**src/rtl/jtdd2_dwnld.sv**
```systemverilog
// ROM download router: maps ioctl bytes onto SDRAM lanes or PROM BRAM,
// and stretches a busy flag for a short tail after the download ends.
module jtdd2_dwnld #(
  parameter logic [21:0] SCRZW_ADDR = 22'h90000,
  parameter logic [21:0] SCRXY_ADDR = 22'hB0000,
  parameter logic [21:0] OBJWZ_ADDR = 22'hD0000,
  parameter logic [21:0] OBJXY_ADDR = 22'h130000,
  parameter logic [21:0] PROM_ADDR  = 22'h190000,
  parameter logic [21:0] PROM_END   = 22'h190200,
  parameter logic [21:0] SCR_SDRAM  = 22'h60000,
  parameter logic [21:0] OBJ_SDRAM  = 22'h80000,
  parameter int          TAIL       = 16
) (
  input  logic        clk,
  input  logic        rst,
  input  logic        downloading,
  input  logic [21:0] ioctl_addr,
  input  logic [7:0]  ioctl_data,
  input  logic        ioctl_wr,
  output logic [21:0] prog_addr,
  output logic [7:0]  prog_data,
  output logic [1:0]  prog_mask,
  output logic        prog_we,
  output logic        prom_we,
  output logic        dwnld_busy,
  output logic        addr_err
);

  localparam int CW = $clog2(TAIL) + 1;

  typedef enum logic [1:0] {
    ST_IDLE,
    ST_LOAD,
    ST_TAIL
  } state_t;

  state_t      state_q, state_d;
  logic [CW-1:0] cnt_q, cnt_d;
  logic [21:0] addr_q, addr_d;
  logic [7:0]  data_q, data_d;
  logic [1:0]  mask_q, mask_d;
  logic        pwe_q, pwe_d;
  logic        rwe_q, rwe_d;
  logic        err_q, err_d;
  logic        busy_q, busy_d;

  logic        wr_ok;
  logic [21:0] a;
  logic [21:0] off_zw, off_xy, off_wz, off_oxy, off_pr;

  assign a       = ioctl_addr;
  assign wr_ok   = ioctl_wr & downloading;
  assign off_zw  = a - SCRZW_ADDR;
  assign off_xy  = a - SCRXY_ADDR;
  assign off_wz  = a - OBJWZ_ADDR;
  assign off_oxy = a - OBJXY_ADDR;
  assign off_pr  = a - PROM_ADDR;

  always_comb begin
    state_d = state_q;
    cnt_d   = cnt_q;
    err_d   = err_q;
    unique case (state_q)
      ST_IDLE: begin
        if (downloading) begin
          state_d = ST_LOAD;
          err_d   = 1'b0;
        end
      end
      ST_LOAD: begin
        if (!downloading) begin
          state_d = ST_TAIL;
          cnt_d   = '0;
        end
      end
      ST_TAIL: begin
        if (downloading) begin
          state_d = ST_LOAD;
          cnt_d   = '0;
          err_d   = 1'b0;
        end else if (cnt_q == CW'(TAIL - 1)) begin
          state_d = ST_IDLE;
          cnt_d   = '0;
        end else begin
          cnt_d = cnt_q + 1'b1;
        end
      end
      default: state_d = ST_IDLE;
    endcase
    busy_d = (state_d != ST_IDLE);
  end

  always_comb begin
    addr_d = addr_q;
    data_d = data_q;
    mask_d = mask_q;
    pwe_d  = 1'b0;
    rwe_d  = 1'b0;
    if (wr_ok) begin
      unique case (1'b1)
        (a < SCRZW_ADDR): begin
          addr_d = {1'b0, a[21:1]};
          mask_d = a[0] ? 2'b01 : 2'b10;
          pwe_d  = 1'b1;
        end
        (a >= SCRZW_ADDR && a < SCRXY_ADDR): begin
          addr_d = SCR_SDRAM + {5'd0, off_zw[16:0]};
          mask_d = 2'b10;
          pwe_d  = 1'b1;
        end
        (a >= SCRXY_ADDR && a < OBJWZ_ADDR): begin
          addr_d = SCR_SDRAM + {5'd0, off_xy[16:0]};
          mask_d = 2'b01;
          pwe_d  = 1'b1;
        end
        (a >= OBJWZ_ADDR && a < OBJXY_ADDR): begin
          addr_d = OBJ_SDRAM + {3'd0, off_wz[18:0]};
          mask_d = 2'b10;
          pwe_d  = 1'b1;
        end
        (a >= OBJXY_ADDR && a < PROM_ADDR): begin
          addr_d = OBJ_SDRAM + {3'd0, off_oxy[18:0]};
          mask_d = 2'b01;
          pwe_d  = 1'b1;
        end
        (a >= PROM_ADDR && a < PROM_END): begin
          addr_d = off_pr;
          mask_d = 2'b11;
          rwe_d  = 1'b1;
        end
        default: ;
      endcase
      if (pwe_d || rwe_d) data_d = ioctl_data;
    end
  end

  // An out-of-range byte wins over the clear on download start.
  logic err_n;
  assign err_n = err_d | (wr_ok & (a >= PROM_END));

  always_ff @(posedge clk) begin
    if (rst) begin
      state_q <= ST_IDLE;
      cnt_q   <= '0;
      addr_q  <= '0;
      data_q  <= '0;
      mask_q  <= 2'b11;
      pwe_q   <= 1'b0;
      rwe_q   <= 1'b0;
      err_q   <= 1'b0;
      busy_q  <= 1'b0;
    end else begin
      state_q <= state_d;
      cnt_q   <= cnt_d;
      addr_q  <= addr_d;
      data_q  <= data_d;
      mask_q  <= mask_d;
      pwe_q   <= pwe_d;
      rwe_q   <= rwe_d;
      err_q   <= err_n;
      busy_q  <= busy_d;
    end
  end

  assign prog_addr  = addr_q;
  assign prog_data  = data_q;
  assign prog_mask  = mask_q;
  assign prog_we    = pwe_q;
  assign prom_we    = rwe_q;
  assign addr_err   = err_q;
  assign dwnld_busy = busy_q;

endmodule
```
**config.mk**
```make
export PLATFORM = sky130hd
export DESIGN_NAME = jtdd2_dwnld
export DESIGN_NICKNAME = d
export VERILOG_FILES = /design/src/rtl/jtdd2_dwnld.sv
export SDC_FILE = /design/constraint.sdc
export NUM_CORES = 1
export LEC_CHECK = 0
export CAP_MARGIN = 20
export CORE_MARGIN = 10
export CORE_UTILIZATION = 30
export DETAILED_ROUTE_END_ITERATION = 8
export GPL_TIMING_DRIVEN = 0
export PLACE_DENSITY = 0.54
export SLEW_MARGIN = 5
export SYNTH_ARGS = -nofsm -noshare
export SYNTH_HDL_FRONTEND = slang
export SYNTH_SLANG_ARGS = --single-unit
```
**constraint.sdc**
```tcl
create_clock -name clk -period 3.37 [get_ports clk]
set_input_delay 0.8425 -clock clk [delete_from_list [all_inputs] [get_ports clk]]
set_output_delay 0.8425 -clock clk [all_outputs]
set_load 0.02 [all_outputs]
```
==> impl_metrics.yaml <==
outcome:
  status: "complete, no violations"
critical_path:
  arrival_ps: 3330
  path_class: "input port to flip-flop"
  r2r_cells: 5
  cp_max_fo: 7
  start_kind: "input port"
  rr_startpoint: "cnt_q[0]"
  cp-startpoint: "ioctl_addr[16]"
  r2r_setup_slack_ps: 1660
  reg2reg_to: "dwnld_busy"
  endpoint: "prog_addr[4]"
  cp.required_ps: 3570
  setup.worst_path.end_class: "flip-flop"
yosys:
  ys_types: 56
  synth_nets: 322
  synth_edf_count: 0
  synth.avg_cell_area_um2: 8.26
  syn_inst: 283
  ys_ff_latch: 43
  ys.flop_type: "dfxtp_1"
  ys_seq_area_frac: 0.368
  netlist_area_um2: 2340
  yosysWarnings: 0
  synthArstFlopShare: 0
final_layout:
  drive_above_1_share: 0.0994
  diodes: 0
  synthToLayoutAreaGrowth_pct: 39.5
  final_nets: 400
clock_network:
  cts_sinks: 43
  cts_tree: "yes"
  clockRootBuffer: "clkbuf_8"
  hold_buffers: 0
  htree_levels: 2
  clockBufferDepth: 2
  cts_made_buffers: 5
  clk_pin_slew_ps: 80
  clock_latency_ps: 300
sta:
  layout_min_cycle_time_ps: 3140
  hold_viol: 0
  drv_slew: 0
  finalSetupViolations: 0
  fmax_mhz: 319
  skew_ps: 3.44
  worst_slew_pin_slew_ps: 530
  rsz0062_at_grt: "no"
  period_share: 0.932
  hold_ws_ps: 457
  setup-tns-final_ps: 0
  slew_headroom: 0.638
grt:
  grt_pass1_vias: 2410
  grt_overflow_total: 0
  grt_max_degree: 14
  antenna_found_initial: 0
  grt_pass1_wl_mm: 12.3
  grtUsageTotal: 0.130
placed_design:
  io_buffers: 68
  place_hpwl_mm: 5.90
  gp_congestion: 0.845
route:
  vias: 2461
  wl_per_cell_um: 16.6
  drtIter0Drc: 136
  ant_nets: 0
  finalWirelength_mm: 7.70
  viasPerCell: 5.30
  drc: 0
  dr.pass1.iters: 4
hold_path:
  hold_class: "flip-flop to flip-flop"
floorplanning:
  die_w_um: 108
  rows: 32
  initial_core_util: 0.306
  core_um2: 7650
  die_area_um2: 11700
  ios: 70
  die_h_um: 108
power:
  vdd_drop_max_mv: 0.194
  p_leak_nw: 1.11
  p_per_area_nw_per_um2: 351
run:
  cap_violations: 0
[flip-flops by register name (all words and copies together), names as in the netlist]
name and cells:
prog_addr 22, prog_we 1, cnt_q 5, state_q 2, prom_we 1, prog_mask 2, addr_err 1, dwnld_busy 1
prog_data 8
[stage by stage]
| stage | util | total power [mW] | setup WS (ps) | cell area (um2) | std cells |
|---|---|---|---|---|---|
| 5_1_grt | 0.426 | 1.21 | 54.2 | 3260 | 464 |
| 6_report | 0.426 | 1.14 | 230 | 3260 | 464 |
| 3_5_place_dp | 0.411 | 0.823 | -289 | 3150 | 453 |
| 3_3_place_gp | 0.411 | 0.822 | -301 | 3150 | 453 |
| 2_1_floorplan | - | 0.700 | 708 | 2340 | 283 |
| 4_1_cts | 0.422 | 1.15 | 12.0 | 3230 | 461 |
[Yosys cell counts, types with 6 or more instances]
| cell type | count | area [um2] |
|---|---|---|
| nor2_1 | 37 | 139 |
| nand3_1 | 19 | 95.1 |
| nor3_1 | 8 | 40.0 |
| nand2_1 | 24 | 90.1 |
| dfxtp_1 | 43 | 861 |
| a311oi_1 | 19 | 166 |
| buf_2 | 6 | 30.0 |
| a21oi_1 | 18 | 90.1 |
| clkbuf_1 | 9 | 33.8 |
| o21ai_1 | 17 | 85.1 |
| o21ai_0 | 9 | 45.0 |
[where the power goes]
group	internal (mW)	switching [mW]	total (mW)
logic	0.129	0.150	0.279
clock network	0.145	0.182	0.327
registers	0.527	0.0107	0.538
[layout by cell type, fill, tap and decap left out, types with 3 or more instances in the layout]
cell	netlist	final
clkdlybuf4s50_1	0	68
dfxtp_1	43	43
nor2_1	37	37
nand2_1	24	24
nand3_1	19	19
a311oi_1	19	19
a21oi_1	18	17
o21ai_1	17	17
clkbuf_1	9	10
o21ai_0	9	9
nor3_1	8	8
buf_2	6	6
inv_1	5	5
nand2b_1	5	5
clkbuf_8	0	5
nor4_1	4	4
a31oi_1	4	4
buf_4	1	4
ha_1	4	3
[worst max-delay path: stages]
cell and delay [ps]:
clkdlybuf4s50_1 530, inv_1 210, ha_2 300, nand2b_4 110, a21o_1 220, a31o_4 240
a211oi_4 290, buf_4 190, nand3_1 70, a311oi_1 320
[metal layers]
layer,track usage,vias to the layer above,share of wire
met5,0,-,0
met4,0.0320,0,0.012
met3,0.0410,9,0.076
met2,0.206,80,0.45
met1,0.168,1159,0.46
li1,-,1213,-
[worst min-delay path by stage]
stage	from	to	slack, ps	cells past startpoint
after CTS	prog_data[3]	prog_data[3]	460	2
final	prog_data[7]	prog_data[7]	460	2
after detailed placement	prog_data[3]	prog_data[3]	450	2
after global placement	prog_data[6]	prog_data[6]	440	2
after global routing	prog_data[3]	prog_data[3]	470	2
after floorplan	cnt_q[4]	cnt_q[4]	450	1
[repair_timing]
action | 4_1_cts | 5_1_grt
setup buffers | 0 | 3
endpoints found under the setup margin | 0 | 18
gates resized for setup | 0 | 2
[kinds of logic after synthesis]
| logic type | after synthesis | share of synthesized area |
|---|---|---|
| compound gates | 92 | 0.294 |
| xor+xnor | 2 | 0.00750 |
| fa+ha+maj | 5 | 0.0300 |
| buf+inv | 22 | 0.0434 |
| flops | 43 | 0.368 |
| mux | 1 | 0.00482 |
| simple gates | 118 | 0.252 |
[layout make-up]
class	count	area (um2)
plain buffers	17	82.6
well taps	102	128
fillers	804	4390
clock buffers	6	72.6
flip-flops and latches	43	861
multi-input cells	218	1380
clock inverters	2	12.5
inverters	5	18.8
repair buffers	71	703
Note: power is estimated with default switching activity, not from simulation.
